[config.mk]
export PLATFORM = sky130hd
export DESIGN_NAME = gact_job_driver
export DESIGN_NICKNAME = d
export VERILOG_FILES = /design/src/rtl/gact_job_driver.sv
export SDC_FILE = /design/constraint.sdc
export NUM_CORES = 1
export LEC_CHECK = 0
export CORE_AREA = 4 4 209 211
export CTS_BUF_LIST = sky130_fd_sc_hd__clkbuf_8
export DETAILED_ROUTE_END_ITERATION = 10
export DIE_AREA = 0 0 213 215
export DONT_BUFFER_PORTS = 1
export HOLD_SLACK_MARGIN = 0.03
export PLACE_DENSITY_LB_ADDON = 0.12
export SLEW_MARGIN = 10
export SYNTH_ARGS = -nofsm -noshare
export SYNTH_HDL_FRONTEND = slang
export SYNTH_SLANG_ARGS = --single-unit
[constraint.sdc]
create_clock -name clk -period 47 [get_ports clk]
set_clock_uncertainty 0.15 [all_clocks]
set_input_delay 4.7 -clock clk [delete_from_list [all_inputs] [get_ports clk]]
set_output_delay 4.7 -clock clk [all_outputs]
set_load 0.02 [all_outputs]
[src/rtl/gact_job_driver.sv]
// gact_job_driver: host-side initiator for the GACT systolic alignment core.
// A serial stream of 2-bit bases (R_LEN reference bases, then Q_LEN query
// bases) is packed into the core's parallel R/Q words. The driver then fires a
// one-cycle launch pulse, waits for done or watchdog expiry, and presents the
// score on a result port.
//
// Handshake semantics (both the base input and the result output):
//   A transfer happens on a rising clk edge where valid && ready are both high.
//   A producer holding valid keeps its payload stable until that edge. The
//   result side never withdraws res_valid, res_score or res_timeout before the
//   transfer. base_valid while base_ready is low is simply not consumed.
module gact_job_driver #(
  parameter int R_LEN          = 128,
  parameter int Q_LEN          = 128,
  parameter int SCORE_BITS     = 12,
  parameter int TIMEOUT_CYCLES = 1023
) (
  input  logic                  clk,
  input  logic                  reset,
  input  logic [1:0]            base_in,
  input  logic                  base_valid,
  output logic                  base_ready,
  output logic [2*R_LEN-1:0]    gact_R,
  output logic [2*Q_LEN-1:0]    gact_Q,
  output logic                  gact_valid,
  input  logic                  gact_done,
  input  logic [SCORE_BITS-1:0] gact_score,
  output logic [SCORE_BITS-1:0] res_score,
  output logic                  res_timeout,
  output logic                  res_valid,
  input  logic                  res_ready,
  output logic                  busy
);

  // Index counter spans the longer of the two loads; the watchdog must be able
  // to hold TIMEOUT_CYCLES itself so it never wraps.
  localparam int IDX_MAX = (R_LEN > Q_LEN) ? R_LEN : Q_LEN;
  localparam int IDX_W   = (IDX_MAX > 1) ? $clog2(IDX_MAX) : 1;
  localparam int WD_W    = $clog2(TIMEOUT_CYCLES + 1);

  localparam logic [IDX_W-1:0] R_LAST  = IDX_W'(R_LEN - 1);
  localparam logic [IDX_W-1:0] Q_LAST  = IDX_W'(Q_LEN - 1);
  localparam logic [WD_W-1:0]  WD_LAST = WD_W'(TIMEOUT_CYCLES - 1);

  typedef enum logic [2:0] {
    ST_LOAD_R = 3'd0,
    ST_LOAD_Q = 3'd1,
    ST_LAUNCH = 3'd2,
    ST_WAIT   = 3'd3,
    ST_RESULT = 3'd4
  } state_t;

  // Current and next FSM state; kept as named signals so checkers can bind.
  state_t state;
  state_t state_next;

  logic [IDX_W-1:0] idx;
  logic [WD_W-1:0]  wdog;
  logic             xfer;
  logic             idx_last;
  logic             wd_expired;
  logic             gact_valid_q;

  assign xfer       = base_valid && base_ready;
  assign wd_expired = (wdog == WD_LAST);
  assign gact_valid = gact_valid_q;

  // Last-base detection depends on which word is being filled.
  always_comb begin
    idx_last = 1'b0;
    case (state)
      ST_LOAD_R: idx_last = (idx == R_LAST);
      ST_LOAD_Q: idx_last = (idx == Q_LAST);
      default:   idx_last = 1'b0;
    endcase
  end

  // State register.
  always_ff @(posedge clk or posedge reset) begin
    if (reset) begin
      state <= ST_LOAD_R;
    end else begin
      state <= state_next;
    end
  end

  // Next-state logic. Done takes priority over the watchdog in WAIT.
  always_comb begin
    state_next = state;
    case (state)
      ST_LOAD_R: if (xfer && idx_last) state_next = ST_LOAD_Q;
      ST_LOAD_Q: if (xfer && idx_last) state_next = ST_LAUNCH;
      ST_LAUNCH: state_next = ST_WAIT;
      ST_WAIT:   if (gact_done || wd_expired) state_next = ST_RESULT;
      ST_RESULT: if (res_ready) state_next = ST_LOAD_R;
      default:   state_next = ST_LOAD_R;
    endcase
  end

  // Output decode: only the loading states take bases, only RESULT offers one.
  always_comb begin
    base_ready = 1'b0;
    res_valid  = 1'b0;
    case (state)
      ST_LOAD_R: base_ready = 1'b1;
      ST_LOAD_Q: base_ready = 1'b1;
      ST_RESULT: res_valid  = 1'b1;
      default: begin
        base_ready = 1'b0;
        res_valid  = 1'b0;
      end
    endcase
    busy = !((state == ST_LOAD_R) && (idx == '0));
  end

  // Launch pulse is registered so the core sees a clean one-cycle strobe,
  // high exactly while the FSM sits in LAUNCH.
  always_ff @(posedge clk or posedge reset) begin
    if (reset) begin
      gact_valid_q <= 1'b0;
    end else begin
      gact_valid_q <= (state_next == ST_LAUNCH);
    end
  end

  // Base index: advances per accepted base, clears after each word completes.
  always_ff @(posedge clk or posedge reset) begin
    if (reset) begin
      idx <= '0;
    end else if (xfer) begin
      if (idx_last) begin
        idx <= '0;
      end else begin
        idx <= idx + IDX_W'(1);
      end
    end
  end

  // Packing: base k lands at bits [2k+1:2k] so base 0 is the LSB pair, which
  // the core consumes first as it shifts R right. Words are only written on
  // transfers, so they stay stable from LAUNCH until the next job's first base.
  always_ff @(posedge clk or posedge reset) begin
    if (reset) begin
      gact_R <= '0;
      gact_Q <= '0;
    end else if (xfer) begin
      if (state == ST_LOAD_R) begin
        gact_R[{idx, 1'b0} +: 2] <= base_in;
      end else if (state == ST_LOAD_Q) begin
        gact_Q[{idx, 1'b0} +: 2] <= base_in;
      end
    end
  end

  // Watchdog: cleared at launch, counts every WAIT cycle, saturates elsewhere.
  always_ff @(posedge clk or posedge reset) begin
    if (reset) begin
      wdog <= '0;
    end else if (state == ST_LAUNCH) begin
      wdog <= '0;
    end else if ((state == ST_WAIT) && !wd_expired) begin
      wdog <= wdog + WD_W'(1);
    end
  end

  // Result capture: done wins over a simultaneous watchdog expiry. Values are
  // only touched in WAIT, so they hold through RESULT backpressure.
  always_ff @(posedge clk or posedge reset) begin
    if (reset) begin
      res_score   <= '0;
      res_timeout <= 1'b0;
    end else if (state == ST_WAIT) begin
      if (gact_done) begin
        res_score   <= gact_score;
        res_timeout <= 1'b0;
      end else if (wd_expired) begin
        res_score   <= '0;
        res_timeout <= 1'b1;
      end
    end
  end

endmodule

# --- After elaboration in Yosys (flattened, before gate mapping) ---
# Index checks and enable logic that the tools add are counted.
word_totals:
  input_bits: 19
  register_bits: 546
op_classes:
  n_addsub: 3
  n_bitwise: 1
  n_eq_ne: 7
  reduce_logical: 15
  mux: 17
  shift: 2
op_table:
  columns: ["cell", "n"]
  rows:
  - ["$bwmux 256", 2]
  - ["$shift 2x10->256 const A", 1]
  - ["$shiftx 2x10->256", 1]
  - ["$mux 12", 2]
  - ["$mux 10", 2]
  - ["$pmux 3 s5", 1]
  - ["$mux 3", 4]
  - ["$add 10x1->10 const B", 1]
  - ["$eq 10x10->1 const B", 1]
  - ["$neg 8->10", 1]
  - ["$eq 3x2->1 const B", 3]
  - ["$add 7x1->7 const B", 1]
  - ["$eq 7x7->1 const B", 1]
  - ["$logic_not 7->1", 1]
  - ["$mux 7", 1]
  - ["$mux 1", 5]
  - ["$logic_and 1x1->1", 4]
  - ["$reduce_and 2->1", 2]
  - ["$reduce_bool 2->1", 2]
  - ["$eq 3x1->1 const B", 1]
  - ["$eq 3x3->1 const B", 1]
  - ["$logic_not 3->1", 1]
  - ["$reduce_and 3->1", 1]
  - ["$logic_not 1->1", 2]
  - ["other kinds (3)", 3]

# --- Longest topological paths before layout ---
logic_depth:
  ltp_word: 8
  depth_mapped: 13

# --- Worst setup path after synthesis ---
# OpenSTA, ideal clock, no wires.
synth_timing:
  kind: "register -> output"
  startpoint: "reg idx[0]"
  endpoint: "out busy"
  slack_ns: 39.929
  stages_incl_launch_ff: 9
  arrival_time_ns: 2.221
  n_path_buf: 3
  path_cell_list: "dfrtp_1 buf_2 buf_1 inv_1 ha_1 buf_4 or3b_2 nor4_2 nand3_1"
synth_via:
  elab_chain_len: 3
synth_lines:
  columns: ["element", "line", "source"]
  rows:
  - ["start: declaration", "57", "logic [IDX_W-1:0] idx;"]
  - ["start signal: assignment", "134", "idx <= idx + IDX_W'(1);"]
  - ["$logic_not 7->1", "113", "busy = !((state == ST_LOAD_R) && (idx == '0));"]
  - ["$logic_and 1x1->1", "113", null]
  - ["$logic_not 1->1", "113", null]
  - ["end: declaration", "32", "output logic busy"]
# Every way passes these cells.

# --- Worst setup path in the final report ---
# Same ends and word-level chain as after synthesis.

==> metrics.md <==
| Metric | Value |
|---|---|
| Initial antenna violation count | `0` |
| Syn Nets | `1954` |
| Xor/xnor cell area share of the yosys netlist | `less than 1%` |
| Cts hold-fix bufs | `0` |
| Post-synth cell types | `57` |
| Post-route cell area | `25600 um^2` |
| Worst vdd ir | `37.7 uV` |
| Slew HR | `between 10% and 20%` |
| Crit. End Element | `output pin` |
| Fin crit period | `between 8 and 9 ns` |
| Critical Path RT | `~42 ns` |
| Congestion Overflow GR | `0` |
| HP Class | `flop to flop` |
| Pin count of the biggest net entering global routing | `roughly 170` |
| Drt pass-1 iters | `5` |
| DP Cell Count | `2286` |
| Ports | `about 550` |
| Residual DRC | `0` |
| Vias per cell | `about 6.8` |
| Run status | `completed` |
| Syn Inst Count | `1928` |
| Initial Util | `55.9%` |
| Vias | `between 15000 and 20000` |
| Area growth syn-to-layout | `9.44%` |
| Synth area leaders | `dfrtp_1 59%, mux2_2 14%, o41ai_1 8.6%` |
| # rows | `75` |
| Routed WL | `75100 um` |
| Synth warn | `0` |
| Drt wl/cell | `30.7 um` |
| Horiz. Die Dim | `213 um` |
| CTS tree | `done` |
| RSZ-0062 raised after global routing | `no` |
| Vias in the first global route | `16752` |
| Critical path class | `flop to output pin` |
| PostCTS Resize Cnt | `0` |
| Fill count | `3259` |
| Cell area power density | `~50 nW/um^2` |
| Max Cap Viol | `0` |
| Max H-tree Level | `3` |
| R2r startpoint | `idx[0]` |
| R2r setup slk | `between 40 and 50 ns` |
| HP Start | `wdog[6]` |
| Inserted Diodes | `0` |
| Number of port buffers | `0` |
| Clk buf depth | `3` |
| Ys async rst share | `100%` |
| EDFF count, synth | `0` |
| CTS buffer count | `88` |
| Lkg Pwr | `11.5 nW` |
| Final #Nets | `1863` |
| Fin util | `between 60 and 70%` |
| Die height | `215 um` |
| Largest family of logic cells by synthesized area | `compound AO/OA/AOI/OAI gates` |
| Setup bufs post-CTS | `0` |
| WP data arrival | `3.44 ns` |
| Synth area leader | `dfrtp_1` |
| Initial DRC count | `1571` |
| Worst Setup SP | `idx[0]` |
| Core ar. | `41800 um^2` |
| Final Non-Filler Cells | `~2400` |
| Setup TNS | `0 ns` |
| Part of the cycle the worst path needs | `around 18%` |
| Yosys reg bits | `546` |
| Startpoint Class | `flop` |
| Max-slew violation count | `0` |
| Final Hold Vio Count | `0` |
| Top-area cell type share of the netlist area | `58.5%` |
| Clk root buf | `clkbuf_8` |
| Synth Area in Simple Gates | `between 7 and 8%` |
| Dpl cell area | `between 20000 and 25000 um^2` |
| Total Die Area | `between 40000 and 50000 um^2` |
| Final setup viols | `0` |
| Main synth FF type | `dfrtp_1` |
| Achievable clock frequency | `between 0.1 and 0.15 GHz` |
| Crit Path Max Fanout | `22` |
| Post-synthesis mux area share | `about 14%` |
| Synthesized cell area | `23400 um^2` |
| Worst Hold Margin | `0.416 ns` |
| CTS sink cnt | `546` |
| GR Util All Layers | `between 30% and 40%` |
| Mean Syn Cell Area | `about 12 um^2` |
| First-pass GRT wire length | `111000 um` |
| Compound-Gate Fraction of Synth Area | `between 15 and 20%` |
| DP HPWL | `49100 um` |
| Slew @ Worst Pin | `about 1.2 ns` |
| Post-Synth Adder-Cell Area | `0.375%` |
| Gpl congestion | `about 0.84` |
| Seq/Total Area, Yosys | `58.5%` |
| Antenna-violating nets left | `0` |
| CTS clock-pin slew for the worst setup and hold paths | `approximately 0.070 ns` |
| Share of cells above drive strength 1 | `about a quarter` |
| Clock Latency Late Sink | `0.67 ns` |
layer usage:
metal  wire (um)  global-route usage, %  vias up
met4        3300                   13.6        0
met1       27900                   40.0     8558
met5           0                      0        -
li1            -                      -     7145
met2       35200                   50.0      841
met3        8680                   12.9      145
worst paths after layout:
check	end	cells past startpoint
hold / removal	wdog[6]	2
setup reg to reg	gact_Q[54]	5
max in group asynchronous	gact_R[198]	3
hold reg to reg	wdog[6]	2
setup / recovery	busy	5
min in group asynchronous	gact_Q[53]	1
registers in the layout, summed over array words and instances, names as in the netlist:
register and count:
state 3, res_timeout 1, wdog 10, gact_Q 256, res_score 12, idx 7, gact_valid 1, gact_R 256
worst max-delay path, cell delays in order, from the launching register on:
cell and delay, ns:
dfrtp_1 0.61, inv_1 0.26, ha_1 0.47, or3b_2 0.51, nor4_2 0.51, nand3_1 0.39
power breakdown:
part / internal [mW] / switching, mW
combinational: 0.0508 / 0.235
sequential: 0.499 / 0.0685
clock: 0.255 / 0.192
layout by cell type (no fill, tap or decap), drive strengths merged, types with 6 or more instances in the layout:
| cell type | instances |
|---|---|
| clkinv | 12 |
| nand2 | 18 |
| nor2 | 85 |
| a22o | 12 |
| xnor2 | 10 |
| mux2 | 285 |
| nor3 | 127 |
| clkbuf | 113 |
| buf | 31 |
| o31ai | 23 |
| or3 | 18 |
| nand2b | 7 |
| o21ai | 237 |
| nand4 | 11 |
| nand3 | 14 |
| nor3b | 6 |
| a21oi | 7 |
| or2 | 18 |
| ha | 7 |
| inv | 33 |
| o41ai | 228 |
| dfrtp | 546 |
| bufinv | 7 |
stage by stage:
| step | setup slack, ns | total power, mW |
|---|---|---|
| floorplan | 26.89 | 0.760 |
| global placement | 39.44 | 0.851 |
| detailed placement | 39.35 | 0.856 |
| CTS | 38.65 | 1.30 |
| global route | 38.49 | 1.36 |
| finish | 38.71 | 1.30 |
kinds of logic (layout without fill, tap and decap cells):
logic type	Yosys count	in the layout
buffers and inverters	221	200
AO/OA/AOI/OAI	528	528
XOR/XNOR	15	15
AND/OR/NAND/NOR	326	326
flip-flops	546	546
multiplexers	285	285
adder cells (fa/ha/maj)	7	7
cell type report:
cell class	count	area, um^2	area share (%)
tap	539	674	2.64
clock inverter	47	407	1.59
inverter	9	41.3	0.162
timing repair buffer	31	245	0.960
clock buffer	113	1560	6.09
multi-input combinational	1161	8970	35.1
sequential	546	13700	53.5
cells in the mapped netlist (all sizes together), types with 2 or more instances:
cell type / n
o211ai: 4
a21boi: 2
a22o: 12
a21oi: 7
and3: 2
xor2: 5
o21bai: 3
inv: 9
ha: 7
or2: 18
nand3: 14
nor2: 85
o31ai: 23
dfrtp: 546
nor3: 127
mux2: 285
o31a: 2
o21ai: 237
nor4: 4
and2: 5
or3: 18
or3b: 2
nand3b: 3
o41ai: 228
nand4: 11
nand2: 18
buf: 42
nand2b: 7
clkbuf: 170
o22ai: 3
xnor2: 10
nor3b: 6
Note: power is estimated with default switching activity, not from simulation.
